$ cat src/rtl/mopshub_io_pkg.sv
// Shared constants for the MOPSHUB board input conditioning: debounce and
// long-press timings for the supported clock rates, and front-panel channel map.
package mopshub_io_pkg;

  localparam int N_CH_DEFAULT         = 9;

  localparam int DEB_CYCLES_40MHZ     = 400_000;      // 10 ms
  localparam int DEB_CYCLES_100MHZ    = 1_000_000;    // 10 ms
  localparam int LONG_CYCLES_40MHZ    = 80_000_000;   // 2 s
  localparam int LONG_CYCLES_100MHZ   = 200_000_000;  // 2 s

  localparam int CH_RST_REQ   = 0;
  localparam int CH_DBG_TRIG  = 1;
  localparam int CH_MODE_SEL0 = 2;
  localparam int CH_MODE_SEL1 = 3;
  localparam int CH_MODE_SEL2 = 4;
  localparam int CH_DIP0      = 5;
  localparam int CH_DIP1      = 6;
  localparam int CH_DIP2      = 7;
  localparam int CH_DIP3      = 8;

endpackage

$ cat src/rtl/debounce_channel.sv
// One input channel: 2-FF synchronizer, debounce counter, accepted level and
// edge pulses. Long-press detection is built only with BUTTON_DEBOUNCE_LONG_PRESS_EN.
module debounce_channel
  import mopshub_io_pkg::*;
#(
  parameter int DEB_CYCLES  = DEB_CYCLES_100MHZ,
  parameter int LONG_CYCLES = LONG_CYCLES_100MHZ,
  parameter bit INVERT      = 1'b0
) (
  input  logic clk,
  input  logic rst,
  input  logic pin,
  output logic level,
  output logic press_pulse,
  output logic release_pulse,
  output logic long_pulse
);

  localparam int CW = $clog2(DEB_CYCLES);
  localparam logic [CW-1:0] CNT_LAST = CW'(DEB_CYCLES - 1);

  if (DEB_CYCLES < 2) begin : g_bad_deb
    $error("DEB_CYCLES must be at least 2");
  end
  if (LONG_CYCLES < 2) begin : g_bad_long
    $error("LONG_CYCLES must be at least 2");
  end

  logic          sync1_reg;
  logic          sync2_reg;
  logic          state_reg;
  logic [CW-1:0] cnt_reg;
  logic          press_reg;
  logic          release_reg;

  always_ff @(posedge clk) begin
    if (rst) begin
      sync1_reg   <= 1'b0;
      sync2_reg   <= 1'b0;
      state_reg   <= 1'b0;
      cnt_reg     <= '0;
      press_reg   <= 1'b0;
      release_reg <= 1'b0;
    end else begin
      sync1_reg   <= pin ^ INVERT;
      sync2_reg   <= sync1_reg;
      press_reg   <= 1'b0;
      release_reg <= 1'b0;
      if (sync2_reg == state_reg) begin
        cnt_reg <= '0;
      end else if (cnt_reg == CNT_LAST) begin
        // input has disagreed for DEB_CYCLES edges in a row: accept it
        state_reg   <= sync2_reg;
        cnt_reg     <= '0;
        press_reg   <= sync2_reg;
        release_reg <= ~sync2_reg;
      end else begin
        cnt_reg <= cnt_reg + CW'(1);
      end
    end
  end

  assign level         = state_reg;
  assign press_pulse   = press_reg;
  assign release_pulse = release_reg;

`ifdef BUTTON_DEBOUNCE_LONG_PRESS_EN
  localparam int LW = $clog2(LONG_CYCLES + 1);
  localparam logic [LW-1:0] HOLD_FIRE = LW'(LONG_CYCLES - 1);
  localparam logic [LW-1:0] HOLD_SAT  = LW'(LONG_CYCLES);

  logic [LW-1:0] hold_reg;
  logic          long_reg;

  // saturating one past the fire value guarantees a single pulse per press
  always_ff @(posedge clk) begin
    if (rst || !state_reg) begin
      hold_reg <= '0;
      long_reg <= 1'b0;
    end else begin
      long_reg <= (hold_reg == HOLD_FIRE);
      if (hold_reg != HOLD_SAT) begin
        hold_reg <= hold_reg + LW'(1);
      end
    end
  end

  assign long_pulse = long_reg;
`else
  assign long_pulse = 1'b0;
`endif

endmodule

$ cat src/rtl/button_debounce_pulse.sv
// Multi-channel push-button / DIP-switch conditioner: debounced levels plus
// press/release pulses. Optional long-press pulses via BUTTON_DEBOUNCE_LONG_PRESS_EN.
module button_debounce_pulse
  import mopshub_io_pkg::*;
#(
  parameter int              N_CH        = N_CH_DEFAULT,
  parameter int              DEB_CYCLES  = DEB_CYCLES_100MHZ,
  parameter int              LONG_CYCLES = LONG_CYCLES_100MHZ,
  parameter logic [N_CH-1:0] IN_INVERT   = {N_CH{1'b0}}
) (
  input  logic            clk,
  input  logic            rst,
  input  logic [N_CH-1:0] btn_in,
  output logic [N_CH-1:0] level_out,
  output logic [N_CH-1:0] press_pulse,
  output logic [N_CH-1:0] release_pulse,
  output logic [N_CH-1:0] long_pulse
);

  for (genvar gi = 0; gi < N_CH; gi++) begin : g_ch
    debounce_channel #(
      .DEB_CYCLES  (DEB_CYCLES),
      .LONG_CYCLES (LONG_CYCLES),
      .INVERT      (IN_INVERT[gi])
    ) u_ch (
      .clk           (clk),
      .rst           (rst),
      .pin           (btn_in[gi]),
      .level         (level_out[gi]),
      .press_pulse   (press_pulse[gi]),
      .release_pulse (release_pulse[gi]),
      .long_pulse    (long_pulse[gi])
    );
  end

endmodule

$ cat config.mk
export PLATFORM = sky130hd
export DESIGN_NAME = button_debounce_pulse
export DESIGN_NICKNAME = d
export VERILOG_FILES = /design/src/rtl/mopshub_io_pkg.sv /design/src/rtl/debounce_channel.sv /design/src/rtl/button_debounce_pulse.sv
export SDC_FILE = /design/constraint.sdc
export NUM_CORES = 1
export LEC_CHECK = 0
export ABC_AREA = 1
export CAP_MARGIN = 5
export CORE_ASPECT_RATIO = 0.8
export CORE_UTILIZATION = 35
export CTS_CLUSTER_DIAMETER = 120
export DETAILED_ROUTE_END_ITERATION = 8
export HOLD_SLACK_MARGIN = 0.06
export PLACE_DENSITY = 0.5
export SETUP_SLACK_MARGIN = 0.3
export SLEW_MARGIN = 0
export SYNTH_ARGS = -nofsm -noshare
export SYNTH_HDL_FRONTEND = slang
export SYNTH_SLANG_ARGS = --single-unit
$ cat constraint.sdc
create_clock -name clk -period 1.5 [get_ports clk]
set_clock_uncertainty 0.15 [all_clocks]
set_input_delay 0.15 -clock clk [delete_from_list [all_inputs] [get_ports clk]]
set_output_delay 0.15 -clock clk [all_outputs]
set_load 0.01 [all_outputs]
==> flow_metrics.env, run 1 <==
export IMPL_outcome="finished with violations"
export IMPL_violations="setup timing"
export IMPL_antenna_cells=0
export IMPL_async_flop_share_pct=0
export IMPL_syn_inst=1615
export IMPL_period_share_pct=102
export IMPL_cts_buffers=26
export IMPL_critPathBufInv=3
export IMPL_core_area_mm2=0.0306
export IMPL_syn_to_final_growth_pct=53.3
export IMPL_die_w_um=200
export IMPL_multi_input_area_mm2=0.00763
export IMPL_startpoint="g_ch[5].u_ch.cnt_reg[1]"
export IMPL_synthFlopType="dfxtp_1"
export IMPL_clk_path_buf_depth=3
export IMPL_n_fill_cell=2844
export IMPL_portBuffers=37
export IMPL_synth_seq_cells=225
export IMPL_drtIter0Drc=479
export IMPL_drtPass1Iterations=5
export IMPL_cpPeakStageDelay_ns=0.35
export IMPL_critPathLaunchType="register"
export IMPL_overflow=0
export IMPL_die_area_mm2=0.0321
export IMPL_grt_max_degree=21
export IMPL_fmax_mhz=654
export IMPL_utilization_pct=55.1
export IMPL_dpl_hpwl_um=18800
export IMPL_slowest_stage="dfxtp_2"
export IMPL_antenna_found_initial=0
export IMPL_rsz0062_at_grt="yes"
export IMPL_crit_required_ns=1.79
export IMPL_grt_pass1_vias=9579
export IMPL_fp_row_count=57
export IMPL_num_vias=10441
export IMPL_synth_edf_count=0
export IMPL_swShare_pct=21.5
export IMPL_crit_path_end_kind="register"
export IMPL_path_delay_family="flip-flops"
export IMPL_drc=0
export IMPL_worstPathCellList="ha_4 -> nand3_4 -> clkinv_4 -> nand3_4 -> o21ai_4 -> buf_6 -> buf_12 -> nor2_1"
export IMPL_chipHeight_um=160
export IMPL_io_pins=47
export IMPL_reg2reg_from="g_ch[5].u_ch.cnt_reg[1]"
export IMPL_gp_congestion=0.826
export IMPL_p_int_mw=10.3
export IMPL_clockPowerShare_pct=51.8
export IMPL_wire_per_inst_um=12.4
export IMPL_setup_viol=28
export IMPL_power_density_mw_per_mm2=778
export IMPL_grt_use_total_pct=16.6
export IMPL_cts_root_buf="clkbuf_16"
export IMPL_synth_area_mm2=0.0110
export IMPL_leakagePower_nw=5.68
export IMPL_yosys_warnings=0
export IMPL_p_sw_mw=2.82
export IMPL_hp_class="primary input to register"
export IMPL_ctsHtreeMaxLevel=1
export IMPL_drtAntennaViolNets=0
export IMPL_synth_top_cell_by_area="dfxtp_1"
export IMPL_start_util_pct=35.9
export IMPL_hold_ws_ns=0.0946
export IMPL_grt_pass1_wl_um=45300
export IMPL_drive_above_1_share_pct=45.4
export IMPL_criticalPathCategory="register to register"
export IMPL_synth_cell_type_count=33
export IMPL_crit_top_cell="nand3_4"
export IMPL_maxCapViolCount=0
export IMPL_layout_nets=1897
export IMPL_finalSetupTns_ns=-0.344
export IMPL_dpl_cell_area_mm2=0.0133
export IMPL_vdd_drop_max_v=0.000918
export IMPL_clock_sinks=225
export IMPL_clk_latency_ns=0.55
export IMPL_regArea_mm2=0.00474
export IMPL_seq_power_share_pct=45.6
export IMPL_hold_start="btn_in[2]"
export IMPL_fin_ws_ns=-0.0296
export IMPL_ys_seq_area_share_pct=41.0
export IMPL_period_minus_slack_ns=1.53
export IMPL_largest_reg_flops=180
export IMPL_totalWireLength_um=28600
export IMPL_via_per_inst=4.52
export IMPL_fin_area_mm2=0.0169
export IMPL_p_comb_share_pct=2.6
export IMPL_crit_arrival_ns=1.82
export IMPL_synth_top_area_share_pct=41.0
export IMPL_finalMaxSlewViolations=0
export IMPL_hold_viol_final=0
export IMPL_cts_tree="done"
export IMPL_crit_fanout=7
export IMPL_synth_area_per_cell_um2=6.80
export IMPL_synth_area_leaders="dfxtp_1 41%, nor2_1 14%, nand2_1 13%, inv_1 5.6%, nand3_1 4.1%"
export IMPL_clk_pin_slew_ns=0.06
## final cells by class
type                            instances  area share (%)
Clock buffer                           39            4.75
Clock inverter                          8           0.728
Inverter                              167            3.85
Multi-Input combinational cell       1191            45.3
Sequential cell                       225            28.1
Tap cell                              413            3.07
Timing Repair Buffer                  266            14.2
## Yosys cell counts, types with 2 or more instances
library cell  instances
clkinv_2              2
nand4_1              21
nand3b_1             13
nand2_1             394
nand2_2               3
buf_6                 6
or2_0                 5
xor2_1               47
o21ai_1               2
nor2_1              412
nor2_2                8
dfxtp_1             225
inv_1               164
nand3_1              90
xnor2_1              42
and2_1                3
or2_2                 9
ha_1                  9
nor2_4                2
nand3_2              11
o21ai_0              15
o21ai_4               2
nor3_1               10
a21oi_1              63
buf_2                 7
o21bai_1              7
buf_4                37
## per-stage QoR
stage	instances	total power [mW]	setup WS [ns]
floorplan	1623	6.30	0.0213
global placement	2163	6.37	-0.300
detailed placement	2163	6.37	-0.332
CTS	2251	13.3	0.0210
global route	2309	13.6	-0.0914
finish	2309	13.1	-0.0296
## cell usage in the layout, fill, tap and decap left out, drive strengths merged, types with 5 or more instances in the layout
cell and instances:
a21oi 63, o21bai 7, inv 164, dfxtp 225, nand4 21, ha 9
or2 14, clkbuf 42, xor2 47, conb 9, nor3 11, nand3 101
clkinv 5, nand3b 13, dlygate4sd3 8, o21ai 19, nor2 422, clkdlybuf4s50 10
nand2 409, xnor2 42, buf 245
## metal layers
metal | wire, um | track usage, % | vias to the layer above
li1 | - | - | 5515
met1 | 14200 | 23.6 | 4779
met2 | 13000 | 26.0 | 111
met3 | 815 | 2.62 | 36
met4 | 571 | 4.58 | 0
met5 | 0 | 0 | -
## worst paths after layout
kind / endpoint / cells past startpoint / slack [ns]
setup / recovery: g_ch[5].u_ch.cnt_reg[11] / 8 / -0.03
hold reg to reg: g_ch[7].u_ch.sync2_reg / 2 / 0.25
setup reg to reg: g_ch[5].u_ch.cnt_reg[11] / 8 / -0.03
hold / removal: g_ch[2].u_ch.sync1_reg / 3 / 0.09
## power groups by stage
stage          clock network [mW]  registers [mW]  logic, mW
2_1_floorplan                   0            6.15      0.142
3_3_place_gp                    0            6.16      0.214
3_5_place_dp                    0            6.16      0.214
4_1_cts                      7.01            6.01      0.261
5_1_grt                      7.23            5.98      0.370
6_report                     6.79            5.98      0.343
## cells by family after synthesis
family,synth area share (%)
AOI/OAI and AO/OA,4.42
xor gates and xnor gates,7.09
adders and majority gates,1.02
other,0.0341
DFF,41.0
buffers and inverters,9.22
and+or+nand+nor,37.2
## worst min-delay path, delay by kind of cell
kind | cells | cell delay (ns)
buf+inv | 2 | 0.55
simple gates | 1 | 0.04
## what timing repair did
action	4_1_cts	5_1_grt
setup buffers	29	44
pin swaps	49	129
endpoints found under the hold margin	8	0
setup endpoints to repair	234	234
cloned	4	14
gates resized for setup	298	393
hold buffers	8	0
No activity file was read; power rests on OpenSTA's default activity.
==> run 2, diff against run 1 <==
--- a/config.mk
+++ b/config.mk
@@ -9,7 +9,6 @@
 export CAP_MARGIN = 5
 export CORE_ASPECT_RATIO = 0.8
 export CORE_UTILIZATION = 35
-export CTS_CLUSTER_DIAMETER = 120
 export DETAILED_ROUTE_END_ITERATION = 8
 export HOLD_SLACK_MARGIN = 0.06
 export PLACE_DENSITY = 0.5
@@ -17,4 +16,5 @@
 export SLEW_MARGIN = 0
 export SYNTH_ARGS = -nofsm -noshare
 export SYNTH_HDL_FRONTEND = slang
+export SYNTH_HIERARCHICAL = 1
 export SYNTH_SLANG_ARGS = --single-unit
==> run 2 against run 1 <==
Compared with the run above: the flow now finishes without violations; final area rose by 0.57%; final cell count rose by 0.74%; clock-buffer cell count fell by 4; first-iteration DRC count rose by 14%; area after synthesis rose by 0.55%; register-to-register slack improved by 0.05 ns; die area rose by 0.54%; worst hold slack improved by 0.12 ns; non-clock buffer count rose by 19; clock power rose by 8.1%; sequential power barely moved; critical endpoint is now g_ch[1].u_ch/cnt_reg[9]; highest routed layer unchanged.
==> flow_metrics.env, run 2 <==
export IMPL_outcome="finished clean"
export IMPL_clk_path_buf_depth=3
export IMPL_met3_usage_pct=2.74
export IMPL_grt_pass1_vias=9958
export IMPL_syn_to_final_growth_pct=53.4
export IMPL_largest_reg_flops=180
export IMPL_hold_ws_ns=0.218
export IMPL_vdd_drop_max_v=0.000787
export IMPL_via_per_inst=4.69
export IMPL_grt_busiest_layer="met2"
export IMPL_cts_buffers=26
export IMPL_layout_commonest_cell="nand2_1"
export IMPL_antenna_found_initial=0
export IMPL_core_area_mm2=0.0307
export IMPL_synth_top_area_share_pct=40.8
export IMPL_synth_most_common_cell="nor2_1"
export IMPL_fp_row_count=57
export IMPL_hold_viol_final=0
export IMPL_crit_fanout=8
export IMPL_drive_above_1_share_pct=45.3
export IMPL_totalWireLength_um=29900
export IMPL_crit_arrival_ns=1.75
export IMPL_maxCapViolCount=0
export IMPL_gr_usage_met1_pct=25.1
export IMPL_drtAntennaViolNets=0
export IMPL_leakagePower_nw=5.54
export IMPL_slowest_stage="dfxtp_2"
export IMPL_worstPathCellList="ha_4 -> nand3_4 -> nor2_4 -> nand3_4 -> buf_12 -> nand2_8 -> nor2_1"
export IMPL_finalPower_mw=13.7
export IMPL_grt_use_total_pct=17.3
export IMPL_power_density_mw_per_mm2=806
export IMPL_crit_required_ns=1.78
export IMPL_syn_inst=1586
export IMPL_start_util_pct=35.9
export IMPL_final_cell_mix="251 x nand2_1, 219 x nor2_1, 205 x buf_4, 147 x inv_1, 97 x nor2_2"
export IMPL_gp_congestion=0.880
export IMPL_synth_area_leaders="dfxtp_1 41%, nor2_1 12%, nand2_1 10%, nand3_1 5.9%, inv_1 5.8%"
export IMPL_die_area_mm2=0.0323
export IMPL_drtIter0Drc=544
export IMPL_dpl_cell_area_mm2=0.0135
export IMPL_utilization_pct=55.1
export IMPL_synth_commonest_cells="361 x nor2_1, 295 x nand2_1, 225 x dfxtp_1"
export IMPL_drc=0
export IMPL_cts_tree="done"
export IMPL_synth_area_per_cell_um2=6.97
export IMPL_crit_path_end_kind="register"
export IMPL_crit_top_cell="nand3_4"
export IMPL_io_pins=47
export IMPL_portBuffers=37
export IMPL_dpl_hpwl_um=19500
export IMPL_fin_area_mm2=0.0169
export IMPL_criticalPathCategory="register to register"
export IMPL_yosys_warnings=6
export IMPL_wire_per_inst_um=12.9
export IMPL_antenna_cells=0
export IMPL_use_met2_pct=26.6
export IMPL_synth_seq_cells=225
export IMPL_synth_top_cell_by_area="dfxtp_1"
export IMPL_synth_cell_type_count=30
export IMPL_period_minus_slack_ns=1.48
export IMPL_die_w_um=201
export IMPL_grt_pass1_wl_um=47200
export IMPL_period_share_pct=98.5
export IMPL_cpPeakStageDelay_ns=0.35
export IMPL_overflow=0
export IMPL_ys_seq_area_share_pct=40.8
export IMPL_drtPass1Iterations=7
export IMPL_finalSetupTns_ns=0
export IMPL_grt_max_degree=18
export IMPL_finalMaxSlewViolations=0
export IMPL_cts_root_buf="clkbuf_16"
export IMPL_layout_nets=1913
export IMPL_ctsHtreeMaxLevel=1
export IMPL_fmax_mhz=677
export IMPL_chipHeight_um=161
export IMPL_async_flop_share_pct=0
export IMPL_clk_pin_slew_ns=0.06
export IMPL_synthesis_nets=1606
export IMPL_critPathLaunchType="register"
export IMPL_setup_viol=0
export IMPL_synthFlopType="dfxtp_1"
export IMPL_clk_latency_ns=0.54
export IMPL_clock_sinks=225
export IMPL_synth_edf_count=0
export IMPL_num_vias=10914
export IMPL_rsz0062_at_grt="yes"
export IMPL_synth_area_mm2=0.0110
export IMPL_hp_class="primary input to register"
==> run 2: changes by cell type after synthesis, sizes merged, moves of 9 or more <==
cell | before | now
nor2 | 422 | 387
nor3 | 11 | 24
inv | 164 | 179
or2 | 14 | 26
nor3b | 0 | 9
nand3b | 13 | 1
nand2 | 398 | 313
xor2 | 47 | 28
a21oi | 63 | 98
buf | 50 | 18
nand3 | 101 | 150
nand4 | 21 | 36
==> run 2: per-stage QoR <==
stage / setup WS (ns) / cells
after floorplan: 0.0851 / 1586
after global placement: -0.275 / 2188
after detailed placement: -0.363 / 2188
after CTS: 0.0579 / 2278
after global routing: -0.0281 / 2326
final: 0.0227 / 2326
==> run 2: layout make-up <==
class | instances | area, um^2
Clock buffer | 35 | 756
Clock inverter | 13 | 244
Fill cell | 2865 | 13800
Inverter | 179 | 684
Multi-Input combinational cell | 1176 | 7600
Sequential cell | 225 | 4750
Tap cell | 413 | 517
Timing Repair Buffer | 285 | 2390
==> run 2: path summary, 6_finish.rpt <==
check	start	end	slack, ns	cells after the start
worst max-delay path	g_ch[1].u_ch/cnt_reg[1]	g_ch[1].u_ch/cnt_reg[9]	0.02	7
worst max register to register	g_ch[1].u_ch/cnt_reg[1]	g_ch[1].u_ch/cnt_reg[9]	0.02	7
worst min register to register	g_ch[2].u_ch/sync1_reg	g_ch[2].u_ch/sync2_reg	0.25	2
worst min-delay path	rst	g_ch[0].u_ch/sync2_reg	0.22	3
==> run 2: what timing repair did <==
item / CTS / global route
buffers inserted: 28 / 41
pin swaps: 47 / 114
resized for setup: 294 / 392
setup endpoints to repair: 233 / 234
hold buffers: 9 / 0
gates cloned: 5 / 7
endpoints found under the hold margin: 9 / 0
==> run 2: logic make-up after synthesis <==
logic type	Yosys count	share of synthesized area (%)
AOI/OAI and AO/OA	126	6.00
xor gates and xnor gates	64	5.07
adders and majority gates	9	1.02
buffers and inverters	197	7.61
DFF	225	40.8
other	9	0.306
and+or+nand+nor	956	39.2
==> run 2: layer usage <==
layer	part of all wire (%)	wire (um)
met1	50	14800
met2	45	13600
met3	3.4	1020
met4	1.5	442
met5	0	0
==> run 2: report_power, final <==
group | leakage (nW) | internal, mW | switching (mW) | total, mW
Combinational | 3.15 | 0.165 | 0.194 | 0.359
Sequential | 1.89 | 5.94 | 0.0199 | 5.96
Clock | 0.495 | 4.73 | 2.61 | 7.34
Total | 5.54 | 10.8 | 2.83 | 13.7
==> run 2: critical path: cells and delay by family (launching register included) <==
family | cells | cell delay (ns)
buf+inv | 1 | 0.16
simple gates | 5 | 0.56
fa+ha+maj | 1 | 0.15
flops | 1 | 0.35
